`config.mk`:
```
export PLATFORM = sky130hd
export DESIGN_NAME = moore_seq_gen
export DESIGN_NICKNAME = d
export VERILOG_FILES = /design/src/rtl/moore_seq_pkg.sv /design/src/rtl/seq_shift_reg.sv /design/src/rtl/moore_seq_gen.sv
export SDC_FILE = /design/constraint.sdc
export NUM_CORES = 1
export LEC_CHECK = 0
export CAP_MARGIN = 10
export CORE_ASPECT_RATIO = 1.2
export CORE_MARGIN = 2
export CORE_UTILIZATION = 55
export DETAILED_ROUTE_END_ITERATION = 16
export PLACE_DENSITY = 0.81
export REMOVE_ABC_BUFFERS = 1
export SLEW_MARGIN = 5
export SYNTH_ARGS = -nofsm -noshare
export SYNTH_HDL_FRONTEND = slang
export SYNTH_SLANG_ARGS = --single-unit
```
`constraint.sdc`:
```
create_clock -name clk -period 2.4 [get_ports clk]
set_input_delay 0.48 -clock clk [delete_from_list [all_inputs] [get_ports clk]]
set_output_delay 0.48 -clock clk [all_outputs]
set_load 0.1 [all_outputs]
```
`src/rtl/moore_seq_pkg.sv`:
```
// Shared types and default sizing for the serial pattern transmitter.
package moore_seq_pkg;

    typedef enum logic [1:0] {IDLE, SHIFT, GAP, DONE} seq_state_t;

    localparam int DEFAULT_WIDTH      = 8;
    localparam int DEFAULT_GAP_CYCLES = 2;

endpackage

```
`src/rtl/seq_shift_reg.sv`:
```
// Parallel-load, left-shifting register; the MSB is the serial output.
module seq_shift_reg
    import moore_seq_pkg::*;
#(
    parameter int WIDTH = DEFAULT_WIDTH
) (
    input  logic             clk,
    input  logic             reset,
    input  logic             load,
    input  logic             shift,
    input  logic [WIDTH-1:0] din,
    output logic             sout
);

    logic [WIDTH-1:0] shreg_q;
    logic [WIDTH-1:0] shreg_d;

    // Load wins over shift so an accept always starts from a clean pattern.
    always_comb begin
        shreg_d = shreg_q;
        if (load) begin
            shreg_d = din;
        end else if (shift) begin
            shreg_d = {shreg_q[WIDTH-2:0], 1'b0};
        end
    end

    always_ff @(posedge clk or negedge reset) begin
        if (!reset) begin
            shreg_q <= '0;
        end else begin
            shreg_q <= shreg_d;
        end
    end

    assign sout = shreg_q[WIDTH-1];

endmodule

```
`src/rtl/moore_seq_gen.sv`:
```
// Serial bit-pattern transmitter: MSB-first shift-out, idle gap, done pulse.
// Every output is decoded from registered state only.
module moore_seq_gen
    import moore_seq_pkg::*;
#(
    parameter int WIDTH      = DEFAULT_WIDTH,
    parameter int GAP_CYCLES = DEFAULT_GAP_CYCLES
) (
    input  logic                       clk,
    input  logic                       reset,
    input  logic                       start_valid,
    output logic                       start_ready,
    input  logic [WIDTH-1:0]           pattern,
    input  logic [$clog2(WIDTH+1)-1:0] len,
    output logic                       a,
    output logic                       a_valid,
    output logic                       busy,
    output logic                       done
);

    localparam int LW = $clog2(WIDTH + 1);
    localparam int GW = (GAP_CYCLES > 0) ? $clog2(GAP_CYCLES + 1) : 1;
    localparam logic [LW-1:0] WIDTH_L = LW'(WIDTH);
    localparam logic [GW-1:0] GAP_L   = GW'(GAP_CYCLES);

    seq_state_t       state_q;
    seq_state_t       state_d;
    logic [LW-1:0]    bitcnt_q;
    logic [LW-1:0]    bitcnt_d;
    logic [GW-1:0]    gapcnt_q;
    logic [GW-1:0]    gapcnt_d;
    logic [LW-1:0]    len_clamped;
    logic [WIDTH-1:0] aligned;
    logic             load;
    logic             shift;
    logic             sout;

    // Left-align so the first bit to send always sits in the MSB.
    assign len_clamped = (len > WIDTH_L) ? WIDTH_L : len;
    assign aligned     = pattern << (WIDTH_L - len_clamped);

    seq_shift_reg #(
        .WIDTH (WIDTH)
    ) u_shift_reg (
        .clk   (clk),
        .reset (reset),
        .load  (load),
        .shift (shift),
        .din   (aligned),
        .sout  (sout)
    );

    always_comb begin
        state_d  = state_q;
        bitcnt_d = bitcnt_q;
        gapcnt_d = gapcnt_q;
        load     = 1'b0;
        shift    = 1'b0;
        case (state_q)
            IDLE: begin
                if (start_valid) begin
                    load     = 1'b1;
                    bitcnt_d = len_clamped;
                    state_d  = (len_clamped != '0) ? SHIFT : DONE;
                end
            end
            SHIFT: begin
                shift    = 1'b1;
                bitcnt_d = bitcnt_q - LW'(1);
                if (bitcnt_q == LW'(1)) begin
                    gapcnt_d = GAP_L;
                    state_d  = (GAP_CYCLES > 0) ? GAP : DONE;
                end
            end
            GAP: begin
                gapcnt_d = gapcnt_q - GW'(1);
                if (gapcnt_q == GW'(1)) begin
                    state_d = DONE;
                end
            end
            DONE: begin
                state_d = IDLE;
            end
            default: begin
                state_d = IDLE;
            end
        endcase
    end

    always_ff @(posedge clk or negedge reset) begin
        if (!reset) begin
            state_q  <= IDLE;
            bitcnt_q <= '0;
            gapcnt_q <= '0;
        end else begin
            state_q  <= state_d;
            bitcnt_q <= bitcnt_d;
            gapcnt_q <= gapcnt_d;
        end
    end

    assign start_ready = (state_q == IDLE);
    assign busy        = (state_q != IDLE);
    assign done        = (state_q == DONE);
    assign a_valid     = (state_q == SHIFT);
    assign a           = (state_q == SHIFT) && sout;

endmodule

```
After elaboration in Yosys (flattened, before gate mapping). Cells that the tools add are included.

Div/mod/pow operators: 0. Shift operators: 1. Muxes and demuxes: 14. Magnitude comparators: 1. Add/subtract/negate cells: 3. Bitwise logic cells: 0. Equal/unequal tests: 8. Multipliers: 0. Reductions and logical operators: 10.

Operators by type and width (count): $mux W8 (2); $mux W2 (4); $mux W4 (2); $pmux W2 S4 (1); $pmux W4 S2 (1); $reduce_bool A2 Y1 (4); $shl A8 B4 Y8 (1); $eq A2 B1 Y1 const B (2); $eq A2 B2 Y1 const B (2); $eq A4 B1 Y1 const B (1); $gt A4 B4 Y1 const B (1); $ne A2 B2 Y1 const B (2); $pmux W2 S2 (1); $reduce_and A2 Y1 (2); $reduce_bool A4 Y1 (1); $sub A4 B1 Y4 const B (1); $sub A4 B4 Y4 const A (1); $mux W1 (3); $reduce_and A3 Y1 (1); $logic_not A2 Y1 (1); $ne A2 B1 Y1 const B (1); $sub A2 B1 Y2 const B (1); $logic_and A1 B1 Y1 (1).

Memories: 0. Register bits after elaboration: 16. Bits of input ports: 15. Latch bits: 0. ROM bits: 0. Word-level logic and storage cells: 41. RAM bits: 0. Output and inout port bits: 5.

Longest topological paths before layout.
Word-level depth: 6. Depth in mapped cells: 9. Mapped depth without buffers: 7.

Cells and area by module. A second synthesis with hierarchy kept.

Cell total of the unflattened synthesis: 134. Area total of the unflattened synthesis: 1311.3 µm².

By module, submodules not included: moore_seq_gen (seq. area each 200.2 µm², cells an instance 100, area an instance 942.2 µm², instances 1); seq_shift_reg (seq. area each 200.2 µm², cells an instance 34, area an instance 369.1 µm², instances 1).

Least setup slack after synthesis. No wires, ideal clock.

Path type: register to register. Start: reg state_q[0]. End: reg bitcnt_q[3]. Arrival: 2.935 ns. Period minus slack after synthesis: 3.068 ns. Data required time: 2.267 ns. Cell stages (with the launch flop): 8. Library setup time: 0.133 ns. Buffers on the path: 0. Slack: -0.668 ns. Cell sequence: dfrtp_1 inv_1 ha_1 inv_1 a21boi_1 nor3_1 a21oi_1 o21ai_0.

Cells in the longest elaborated chain, start to end: 3. Elaborated cells between the ends (all ways): 6. Those cells by class: eq/ne (2); mux (1); reduce/logical (3).

RTL lines: start: declaration (RTL line moore_seq_gen.sv:26) `seq_state_t state_q;`; start signal: assignment (RTL line moore_seq_gen.sv:96) `state_q <= state_d;`; $logic_not A2 Y1 (*); named net start_ready (RTL line moore_seq_gen.sv:12) `output logic start_ready,`; $ne A2 B2 Y1 (no line) or $reduce_bool A2 Y1 (tied branches); $reduce_and A2 Y1 (no line); end signal: assignment (RTL line moore_seq_gen.sv:97) `bitcnt_q <= bitcnt_d;`; end: declaration (RTL line moore_seq_gen.sv:28) `logic [LW-1:0] bitcnt_q;`.

The timed path passes the listed nets; every way through them passes the cells marked *. A chain may end at the register's enable or synchronous reset.

Worst setup path after layout.
Start: reg state_q[1]. End: out a.

Cells in the longest elaborated chain, start to end: 2.

RTL lines: $eq A2 B1 Y1 (RTL line moore_seq_gen.sv:106) `assign a = (state_q == SHIFT) && sout;`; $logic_and A1 B1 Y1 (RTL line moore_seq_gen.sv:106); end: declaration (RTL line moore_seq_gen.sv:15) `output logic a,`.

Every way passes these cells.

==> results.sh <==
export IMPL_wirelength_um=2750
export IMPL_worst_pin_slew_ps=765
export IMPL_power_density_mw_per_mm2=1330
export IMPL_die_area_mm2=0.00248
export IMPL_cts_tree="built"
export IMPL_via_per_inst=5.92
export IMPL_cp_arrival_ps=1710
export IMPL_final_common_cell="dfrtp_1"
export IMPL_ys_seq_elements=16
export IMPL_clkSlewWorstSetupHoldPaths_ps=90
export IMPL_ios=20
export IMPL_hold_violations=0
export IMPL_hpwl_um=2200
export IMPL_startpoint_type="flop"
export IMPL_synthCells=131
export IMPL_drv_slew=0
export IMPL_cap_violations=0
export IMPL_grt_pass1_wl_um=4460
export IMPL_synth_distinct_cells=37
export IMPL_seq_power_share_pct=24.5
export IMPL_initial_utilization_pct=56.9
export IMPL_final_setup_tns_ps=0
export IMPL_yosys_warnings=0
export IMPL_seq_area_frac_synth_pct=34.7
export IMPL_numPortBuffers=19
export IMPL_vias=1072
export IMPL_row_count=18
export IMPL_fin_area_mm2=0.00150
export IMPL_rsz0062_at_grt="false"
export IMPL_gr_usage_all_layers_pct=25.9
export IMPL_cts_root_buf="clkbuf_4"
export IMPL_hold_path_class="reg -> reg"
export IMPL_place_area_mm2=0.00148
export IMPL_p_int_mw=0.980
export IMPL_clock_path_buffers=2
export IMPL_slew_headroom_pct=48.8
export IMPL_clock_sinks=16
export IMPL_p_total_mw=1.99
export IMPL_fin_skew_ps=2.02
export IMPL_numCtsBuffers=3
export IMPL_synth_area_per_cell_um2=8.80
export IMPL_die_y_um=54.1
export IMPL_end_kind="primary output"
export IMPL_cts_htree_levels=1
export IMPL_drc_errors=0
export IMPL_cts_resized=0
export IMPL_final_cell_mix="dfrtp_1 (16), nor2_1 (15), clkdlybuf4s50_1 (14)"
export IMPL_period_share_pct=91.4
export IMPL_p_switching_mw=1.01
export IMPL_setup_viol=0
export IMPL_routedWlPerCell_um=15.2
export IMPL_antenna_cells=0
export IMPL_gp_congestion=0.877
export IMPL_syn_area_mm2=0.00115
export IMPL_cts_hold_buf=0
export IMPL_clk_insertion_delay_late_ps=300
export IMPL_criticalPathCategory="reg -> out"
export IMPL_drt_iter0_markers=22
export IMPL_run_status="complete, no violations"
export IMPL_core_area_mm2=0.00203
export IMPL_area_delta_synth_final_pct=30.3
export IMPL_antenna_found_initial=0
export IMPL_grt_max_degree=17
export IMPL_grt_ovfl_total=0
export IMPL_critPathMaxFanout=9
export IMPL_fin_nets=186
export IMPL_first_pass_iters=4
export IMPL_min_period_ps=2190
export IMPL_cts_setup_buffers=0
export IMPL_p_leak_nw=0.672
export IMPL_fmax_mhz=456
export IMPL_peakVddDrop_mv=0.860
export IMPL_layout_drive_gt1_share_pct=16.8
export IMPL_comb_power_share_pct=67.8
export IMPL_die_w_um=45.8
export IMPL_p_sw_share_pct=50.9
export IMPL_grt_pass1_vias=1018
export IMPL_cp_required_ps=1920
export IMPL_clockPowerShare_pct=7.7
export IMPL_ant_nets=0
==> flip-flops by register name, indices dropped and copies added, names as in the netlist <==
signal,cells
gapcnt_q,2
state_q,2
u_shift_reg.shreg_q,8
bitcnt_q,4
==> final cells by class <==
type,instances,area [um^2]
flip-flops and latches,16,400
multi-input cells,100,694
inverters,11,41.3
clock buffers,3,22.5
fillers,158,526
repair buffers,31,318
well taps,20,25.0
==> final timing paths <==
kind	from	endpoint	slack (ps)	cells past startpoint
worst max-delay path	state_q[1]	a	210	5
worst min-delay path	u_shift_reg.shreg_q[0]	u_shift_reg.shreg_q[0]	490	2
worst max register to register	state_q[0]	u_shift_reg.shreg_q[1]	300	6
worst min register to register	u_shift_reg.shreg_q[0]	u_shift_reg.shreg_q[0]	490	2
max in group asynchronous	reset	gapcnt_q[1]	1310	1
min in group asynchronous	reset	state_q[0]	620	1
==> cell families (layout without fill, tap and decap cells) <==
group	after synthesis	after routing	share of synthesized area [%]
mux	10	10	11.0
simple gates	45	45	19.8
xor+xnor	1	1	1.41
flops	16	16	34.7
buf+inv	15	45	4.99
fa+ha+maj	8	8	8.69
compound gates	36	36	19.4
==> Yosys cell counts, drive strengths merged <==
cell type	instances	area share [%]
o22a	1	0.76
nand2b	2	1.1
inv	11	3.6
a31oi	3	1.6
a21boi	1	0.65
and2	1	0.54
mux2i	7	6.1
dfrtp	16	35
a211oi	1	0.65
o32ai	2	1.5
a22oi	1	0.65
o211ai	1	0.65
ha	8	8.7
mux2	1	0.98
o21a	2	1.3
buf	1	0.43
nand3	3	1.3
nor3b	1	0.65
o22ai	1	0.54
a21oi	9	3.9
or2b	1	0.65
nand2	13	4.2
nor2b	3	2.3
xnor2	1	1.4
nor4	1	0.54
or3b	1	0.76
nor3	3	2.3
clkbuf	3	0.98
or3	1	0.54
o32a	1	0.87
o21ai	11	4.8
nor2	15	4.9
a221oi	2	1.5
mux4	2	3.9
==> metrics by stage <==
| step | hold WS [ps] | setup WS, ps | std cells | utilization (%) |
|---|---|---|---|---|
| global route | 528 | 102 | 181 | 74.1 |
| global placement | 476 | -2.52 | 178 | 73.0 |
| finish | 493 | 207 | 181 | 74.1 |
| floorplan | 184 | -669 | 127 | - |
| detailed placement | 474 | -79.1 | 178 | 73.0 |
| CTS | 494 | 217 | 181 | 74.1 |
==> layer usage <==
metal | up-vias | part of all wire (%) | track usage [%]
li1 | 525 | - | -
met1 | 517 | 43 | 31.0
met2 | 26 | 51 | 45.1
met3 | 4 | 4.0 | 3.02
met4 | 0 | 2.4 | 12.9
met5 | - | 0 | 0
==> power by group through the flow <==
| stage | logic (mW) | registers [mW] | clock network, mW |
|---|---|---|---|
| floorplan | 0.934 | 0.466 | 0 |
| global placement | 1.31 | 0.486 | 0 |
| detailed placement | 1.35 | 0.493 | 0 |
| CTS | 1.35 | 0.488 | 0.153 |
| global route | 1.47 | 0.505 | 0.161 |
| finish | 1.35 | 0.490 | 0.153 |
==> worst max-delay path: stages, from the launching register on <==
cell and delay [ps]:
dfrtp_1 410, inv_1 100, ha_1 300, buf_4 220, and2_1 190, buf_12 180
No activity file was read; power rests on OpenSTA's default activity.
